--- src/rtl/attex_bus_ctrl.sv ---
// attex_bus_ctrl: SCC68070 system-bus glue. Decodes NUM_REGIONS address
// windows into registered one-hot chip selects, inserts per-region wait
// states or waits for an external slave acknowledge, and answers unmapped
// or timed-out accesses with a bus error while keeping error statistics.
module attex_bus_ctrl #(
    parameter int                          NUM_REGIONS   = 5,
    parameter int                          DATA_W        = 16,
    parameter logic [NUM_REGIONS*24-1:0]   REGION_BASE   = '0,
    parameter logic [NUM_REGIONS*24-1:0]   REGION_MASK   = '0,
    parameter logic [NUM_REGIONS*4-1:0]    REGION_WAIT   = '0,
    parameter logic [NUM_REGIONS-1:0]      REGION_EXTACK = '0,
    parameter int                          TIMEOUT       = 255
) (
    input  logic                          clk,
    input  logic                          resetn,
    input  logic                          as,
    input  logic                          uds,
    input  logic                          lds,
    input  logic                          write_strobe,
    input  logic [23:1]                   addr,
    input  logic [NUM_REGIONS*DATA_W-1:0] region_dout,
    input  logic [NUM_REGIONS-1:0]        region_ack,
    output logic [NUM_REGIONS-1:0]        cs,
    output logic [DATA_W-1:0]             data_in,
    output logic                          bus_ack,
    output logic                          bus_err,
    output logic [7:0]                    err_count,
    output logic [23:0]                   last_err_addr
);

    localparam int IDX_W = (NUM_REGIONS > 1) ? $clog2(NUM_REGIONS) : 1;

    typedef enum logic [2:0] {
        S_IDLE,
        S_WAIT,
        S_ACK,
        S_HOLD,
        S_ERR
    } state_t;

    state_t                 state, state_nx;
    logic [IDX_W-1:0]       idx, idx_nx;
    logic [3:0]             wait_cnt, wait_nx;
    logic [15:0]            to_cnt, to_nx, to_inc;
    logic [NUM_REGIONS-1:0] cs_nx;

    logic                   req;
    logic [23:0]            addr_byte;
    logic                   hit_any;
    logic [IDX_W-1:0]       hit_idx;
    logic [3:0]             hit_wait;
    logic                   hit_ext;
    logic                   sel_ext;
    logic                   sel_ack;
    logic                   wait_done;

    // write_strobe does not take part in decode; reads and writes are identical
    logic                   unused_write_strobe;
    assign unused_write_strobe = write_strobe;

    assign req       = as && (uds || lds);
    assign addr_byte = {addr, 1'b0};
    assign sel_ext   = REGION_EXTACK[idx];
    assign sel_ack   = region_ack[idx];
    assign to_inc    = to_cnt + 16'd1;

    // Address decode: lowest-index enabled region that matches wins
    always_comb begin
        hit_any = 1'b0;
        hit_idx = '0;
        for (int unsigned i = 0; i < NUM_REGIONS; i++) begin
            if (!hit_any && (REGION_MASK[i*24 +: 24] != 24'd0) &&
                ((addr_byte & REGION_MASK[i*24 +: 24]) ==
                 (REGION_BASE[i*24 +: 24] & REGION_MASK[i*24 +: 24]))) begin
                hit_any = 1'b1;
                hit_idx = IDX_W'(i);
            end
        end
        hit_wait = REGION_WAIT[hit_idx*4 +: 4];
        hit_ext  = REGION_EXTACK[hit_idx];
    end

    // Next-state logic; internal regions with zero wait states acknowledge
    // straight from IDLE, and internal waits leave WAIT as the count reaches
    // zero, so the ack lands WAIT cycles after the chip select rises.
    always_comb begin
        state_nx  = state;
        idx_nx    = idx;
        wait_nx   = wait_cnt;
        to_nx     = to_cnt;
        wait_done = 1'b0;
        case (state)
            S_IDLE: begin
                if (req) begin
                    if (hit_any) begin
                        idx_nx   = hit_idx;
                        wait_nx  = hit_wait;
                        to_nx    = '0;
                        state_nx = (!hit_ext && (hit_wait == 4'd0)) ? S_ACK : S_WAIT;
                    end else begin
                        state_nx = S_ERR;
                    end
                end
            end
            S_WAIT: begin
                if (!as) begin
                    state_nx = S_IDLE;
                end else begin
                    to_nx = to_inc;
                    if (wait_cnt != 4'd0) begin
                        wait_nx = wait_cnt - 4'd1;
                    end
                    wait_done = sel_ext ? ((wait_cnt == 4'd0) && sel_ack)
                                        : (wait_cnt <= 4'd1);
                    if (wait_done) begin
                        state_nx = S_ACK;
                    end else if (to_inc == 16'(TIMEOUT)) begin
                        state_nx = S_ERR;
                    end
                end
            end
            S_ACK:  state_nx = S_HOLD;
            S_HOLD: if (!as) state_nx = S_IDLE;
            S_ERR:  if (!as) state_nx = S_IDLE;
            default: state_nx = S_IDLE;
        endcase
    end

    // Chip select for the state being entered, so cs is a plain flop
    always_comb begin
        cs_nx = '0;
        if ((state_nx == S_WAIT) || (state_nx == S_ACK) || (state_nx == S_HOLD)) begin
            cs_nx = NUM_REGIONS'(1) << idx_nx;
        end
    end

    // State, counters, registered outputs and error statistics
    always_ff @(posedge clk) begin
        if (!resetn) begin
            state         <= S_IDLE;
            idx           <= '0;
            wait_cnt      <= '0;
            to_cnt        <= '0;
            cs            <= '0;
            bus_ack       <= 1'b0;
            bus_err       <= 1'b0;
            err_count     <= '0;
            last_err_addr <= '0;
        end else begin
            state    <= state_nx;
            idx      <= idx_nx;
            wait_cnt <= wait_nx;
            to_cnt   <= to_nx;
            cs       <= cs_nx;
            bus_ack  <= (state_nx == S_ACK);
            bus_err  <= (state_nx == S_ERR);
            if ((state_nx == S_ERR) && (state != S_ERR)) begin
                if (err_count != 8'hFF) begin
                    err_count <= err_count + 8'd1;
                end
                last_err_addr <= addr_byte;
            end
        end
    end

    // Read data mux from the latched region, zero when no region is selected
    always_comb begin
        data_in = '0;
        if (|cs) begin
            data_in = region_dout[idx*DATA_W +: DATA_W];
        end
    end

endmodule

--- config.mk ---
export PLATFORM = sky130hd
export DESIGN_NAME = attex_bus_ctrl
export DESIGN_NICKNAME = d
export VERILOG_FILES = /design/src/rtl/attex_bus_ctrl.sv
export SDC_FILE = /design/constraint.sdc
export NUM_CORES = 1
export LEC_CHECK = 0
export ABC_AREA = 0
export BUFFER_PORTS_ARGS = -buffer_cell sky130_fd_sc_hd__buf_4
export CORE_AREA = 5 5 90 92
export DETAILED_ROUTE_END_ITERATION = 10
export DIE_AREA = 0 0 95 97
export PLACE_DENSITY = 0.79
export SLEW_MARGIN = 5
export SYNTH_ARGS = -nofsm -noshare
export SYNTH_HDL_FRONTEND = slang
export SYNTH_SLANG_ARGS = --single-unit
--- constraint.sdc ---
create_clock -name clk -period 2.7 [get_ports clk]
set_input_delay 0.135 -clock clk [delete_from_list [all_inputs] [get_ports clk]]
set_output_delay 0.135 -clock clk [all_outputs]
set_load 0.005 [all_outputs]
==> metrics, run 1 <==
Synth Area per Inst=8.49 um2; row cnt=31; Top delay family on crit path=simple AND/OR/NAND/NOR gates; worst vdd ir=0.286 mV; sequential area share after synthesis=36.0%; vias in the first global route=2689; Post-synth EDFFs=0; Vias=2846; Port Buffer Count=93; CP bufs+invs=0; Mapped Cells=373; RSZ-0062 raised after global routing=no; max-slew violation count=0; combined global-route utilization of all metal layers=15.5%; die area=0.00922 mm2; TritonCTS clock tree=yes; max_cap viols=0; HP Class=in -> reg; Finished Layout Cells=566; die height=97 um; Antenna diodes=0; clk sinks=57; post-synth cell types=52; share of layout cells above drive strength 1=27.8%; IO Pins=169; largest net degree at the start of global routing=49; CTS Buf Count=9; hold buffer count at cts=0; final WL=7.20 mm; Top FF cell, synth=dfxtp_1; slew margin rel.=63.9%; CP Data Arrival Time=2570 ps; Worst path slowest cell=dfxtp_1; area delta synth->final=29.3%; DR WL/cell=12.7 um; Clock Skew=11.0 ps; grt total ovfl=0; cell internal pwr=0.00144 W; worst-path fanout max=7; Longest Clk Path Bufs=2; Setup CP Type=reg -> reg; share of flip-flops with an asynchronous set or reset=0%; DR iter-0 viols=116; sw frac=23.4%; Root Driver=clkbuf_8; final hold slack=37.0 ps; fmax=423 MHz; first-pass GRT wire length=11.8 mm; clk_lat worst skew=340 ps; number of synthesis warnings=0; CTS H-tree lvls=3; Post-DRT Antenna Nets=0; NumNets Final=582; CTS resizes=0; leakage=1.84 nW; initial core utilization=44.4%; vias per cell=5.03; CP cell instances=ha_1, nand2_1, nor3_1, mux2i_1, nand4_1, nor2_1, o311ai_0; CP Data Required Time=2900 ps; worst-margin pin slew=541 ps; Psw=0.000441 W; Worst Setup Start Kind=register; crit path time final=2370 ps; setup TNS=0 ps; post-detail-place hpwl=5.23 mm; CP max stage delay=450 ps; status=finished clean; synthesized cell area=0.00317 mm2; Final setup viols=0; Clock Power Share=43.7%; final core utilization=57.4%; RePlAce Congestion=0.834; CP endpoint kind=register; DR pass1 iterations=4; register clock-pin slew on the reported worst setup and hold paths=70 ps; Power per Cell Area=460 mW/mm2; Placed Cells=549; final worst-path cycle share=87.6%; DR DRC count=0; Logic pwr share=9.5%; initial antenna violation count=0; total of fill cells in the finished design=629; setup bufs post-CTS=0; final hold viol count=0; sequential share of power=46.8%; Die Wd=95 um; Synth Register Bits=57; Core ar.=0.00714 mm2
per-stage QoR:
step / power, W / instance area, um2 / worst slack (ps)
floorplan: 0.000992 / 3180 / 657
global placement: 0.00108 / 3870 / 114
detailed placement: 0.00108 / 3870 / 40.1
CTS: 0.00190 / 4080 / 32.7
global route: 0.00196 / 4100 / 97.9
finish: 0.00188 / 4100 / 335
cell families after synthesis:
family / synth area share (%)
fa+ha+maj: 2.37
simple gates: 31.3
other cells: 0.118
xor+xnor: 5.53
flops: 36.0
mux: 8.85
compound gates: 9.76
buf+inv: 6.04
routing by layer:
metal  vias up  wire [um]  global-route usage (%)
met5         -          0                       0
met4         0         93                    5.33
met3        11        812                    7.37
met2       109       3310                    25.2
met1      1289       2980                    17.7
li1       1437          -                       -
area by class of cell:
class / count / area [um2] / share of cell area, %
clock buffer: 11 / 151 / 3.70
clock inverter: 5 / 53.8 / 1.31
inverter: 4 / 15.0 / 0.367
multi-input combinational: 291 / 1870 / 45.6
sequential: 57 / 1140 / 27.9
tap: 99 / 124 / 3.02
timing repair buffer: 99 / 743 / 18.1
cell usage after synthesis, types with 4 or more instances:
library cell | n | area share [%]
buf_4 | 10 | 2.4
nand2_1 | 80 | 9.5
nor3_1 | 8 | 1.3
dfxtp_1 | 57 | 36
a21boi_0 | 4 | 0.95
xor2_1 | 4 | 1.1
nor2_1 | 18 | 2.1
nor2b_1 | 8 | 1.6
xnor2_1 | 16 | 4.4
clkbuf_1 | 12 | 1.4
inv_1 | 4 | 0.47
and2_1 | 30 | 5.9
o21ai_0 | 7 | 1.1
a211oi_1 | 5 | 1.2
ha_1 | 6 | 2.4
nand3_1 | 13 | 2.1
and3_1 | 8 | 1.6
mux2i_1 | 28 | 8.8
nand4_1 | 7 | 1.4
worst paths after layout:
kind / slack [ps] / startpoint / endpoint / depth (start not counted)
min: 40 / addr[7] / last_err_addr[7]$_SDFFE_PN0P_ / 3
max reg2reg: 330 / to_cnt[0]$_SDFFE_PN0P_ / err_count[3]$_SDFFE_PN0P_ / 7
max: 330 / to_cnt[0]$_SDFFE_PN0P_ / err_count[3]$_SDFFE_PN0P_ / 7
min reg2reg: 460 / last_err_addr[6]$_SDFFE_PN0P_ / last_err_addr[6]$_SDFFE_PN0P_ / 2
sequential cells by signal, indices dropped and copies added, names as in the netlist:
register,count
cs,1
state,3
bus_ack,1
wait_cnt,4
to_cnt,16
err_count,8
bus_err,1
last_err_addr,23
placed cells by master (no fill, tap or decap), types with 6 or more instances in the layout:
cell and instances:
buf_4 99, nand4_1 7, ha_1 6, o21ai_0 7, nand3_1 13, xnor2_1 16, dfxtp_1 57, nor2b_1 8
and3_1 8, nor2_1 18, nand2_1 80, mux2i_1 28, nor3_1 8, and2_1 30, clkbuf_8 11
power groups by stage:
stage / combinational [W] / clock (W) / sequential [W]
after detailed placement: 0.000180 / 0 / 0.000900
final: 0.000180 / 0.000823 / 0.000882
after global routing: 0.000199 / 0.000879 / 0.000885
after global placement: 0.000176 / 0 / 0.000899
after floorplan: 0.0000911 / 0 / 0.000901
after CTS: 0.000180 / 0.000840 / 0.000882
tightest hold or removal path, cell delays in order:
cell and delay, ps:
buf_4 100, nand2_1 40, mux2i_1 50
Note: power is estimated with default switching activity, not from simulation.
==> run 2, diff against run 1 <==
GPL_TIMING_DRIVEN = 0   (was unset)
==> run 2 against run 1 <==
Worst setup slack got worse by 96 ps. Die area unchanged. Cell count rose by 3.4%. Wire length grew 4.5%. Clock skew fell by 3.7 ps. Sequential power is essentially flat. Combinational power increased by 10%. Maximum frequency decreased by 3.9%. Largest power group unchanged. Hold slack gained 11 ps. Sequential share of layout area decreased by 0.55 points. Global-route usage rose by 1.1 points.
==> metrics, run 2 (synthesis gave the netlist of run 1 again) <==
initial antenna violation count=0; DR DRC count=0; area delta synth->final=31.9%; Longest Clk Path Bufs=2; CTS H-tree lvls=3; setup bufs post-CTS=0; slew margin rel.=53.5%; setup TNS=0 ps; vias per cell=5.07; final hold viol count=0; CP Data Required Time=2890 ps; crit path time final=2460 ps; share of layout cells above drive strength 1=28.0%; RSZ-0062 raised after global routing=no; Antenna diodes=0; most common cell after layout, fill and taps aside=buf_4; TritonCTS clock tree=yes; GR met2 Demand/Resource=27.8%; Biggest register=last_err_addr; GRT met3 Usage=5.90%; CTS resizes=0; GRT Max-Usage Layer=met2; final hold slack=47.8 ps; initial core utilization=44.4%; Port Buffer Count=93; Worst Setup Start Kind=register; post-detail-place hpwl=5.71 mm; worst-margin pin slew=692 ps; CTS Buf Count=9; status=finished clean; Overall Power=0.00178 W; Placed Area=0.00401 mm2; worst vdd ir=0.343 mV; NumNets Final=601; Vias=2968; commonest non-fill, non-tap cells in the layout=buf_4, nand2_1, dfxtp_1; Finished Layout Cells=585; first-pass GRT wire length=12.6 mm; HP Class=in -> reg; Placed Cells=569; DR pass1 iterations=4; RePlAce Congestion=0.827; Regs by FF count=last_err_addr (23), to_cnt (16), err_count (8); fmax=406 MHz; DR iter-0 viols=238; clk_lat worst skew=330 ps; Core ar.=0.00714 mm2; clk sinks=57; largest net degree at the start of global routing=11; max reg flops=23; Power per Cell Area=426 mW/mm2; Post-DRT Antenna Nets=0; IO Pins=169; grt total ovfl=0; max-slew violation count=0; die height=97 um; DR WL/cell=12.9 um; combined global-route utilization of all metal layers=16.6%; CP endpoint kind=register; Die Wd=95 um; row cnt=31; vias in the first global route=2919; met1 Use GR=18.8%; die area=0.00922 mm2; CP Data Arrival Time=2650 ps; Clock Skew=7.31 ps; worst-path fanout max=7; Root Driver=clkbuf_8; max_cap viols=0; leakage=1.88 nW; Final setup viols=0; Final Cell Area=0.00418 mm2; hold buffer count at cts=0; register clock-pin slew on the reported worst setup and hold paths=70 ps; final WL=7.53 mm; final worst-path cycle share=91.2%; Setup CP Type=reg -> reg
[run 2: layout make-up]
cell class / count / area (um2)
buffer: 26 / 176
clock buffer: 11 / 141
clock inverter: 5 / 31.3
fill: 654 / 2960
inverter: 4 / 15.0
multi-input combinational: 290 / 1850
sequential: 57 / 1140
tap: 99 / 124
timing repair buffer: 93 / 698
[run 2: worst paths after layout]
path / slack [ps] / depth (start not counted) / start / to
worst min-delay path: 50 / 3 / addr[15] / last_err_addr[15]$_SDFFE_PN0P_
worst max-delay path: 240 / 6 / to_cnt[0]$_SDFFE_PN0P_ / err_count[3]$_SDFFE_PN0P_
worst max register to register: 240 / 6 / to_cnt[0]$_SDFFE_PN0P_ / err_count[3]$_SDFFE_PN0P_
worst min register to register: 460 / 2 / last_err_addr[1]$_SDFFE_PN0P_ / last_err_addr[1]$_SDFFE_PN0P_
[run 2: power breakdown]
| part | leakage, nW | switching, W | internal (W) | total, W |
|---|---|---|---|---|
| logic | 1.33 | 0.0000827 | 0.000116 | 0.000198 |
| clock network | 0.0891 | 0.000346 | 0.000354 | 0.000701 |
| registers | 0.463 | 0.0000154 | 0.000867 | 0.000882 |
[run 2: routing by layer]
metal | share of wire [%] | wire (um)
met1 | 42 | 3170
met5 | 0 | 0
met2 | 46 | 3470
met3 | 10 | 754
met4 | 1.8 | 136
[run 2: worst max-delay path: stages, from the launching register on]
cell and delay, ps:
dfxtp_1 450, nand2_1 220, or3_4 450, nor4_4 330
o211ai_1 280, nor2_1 400, o311ai_0 190
[run 2: stage by stage]
| step | setup slack, ps | utilization (%) |
|---|---|---|
| global placement | 304 | 56.1 |
| global route | 99.8 | 58.5 |
| finish | 238 | 58.5 |
| detailed placement | 295 | 56.1 |
| floorplan | 657 | - |
| CTS | 261 | 58.5 |
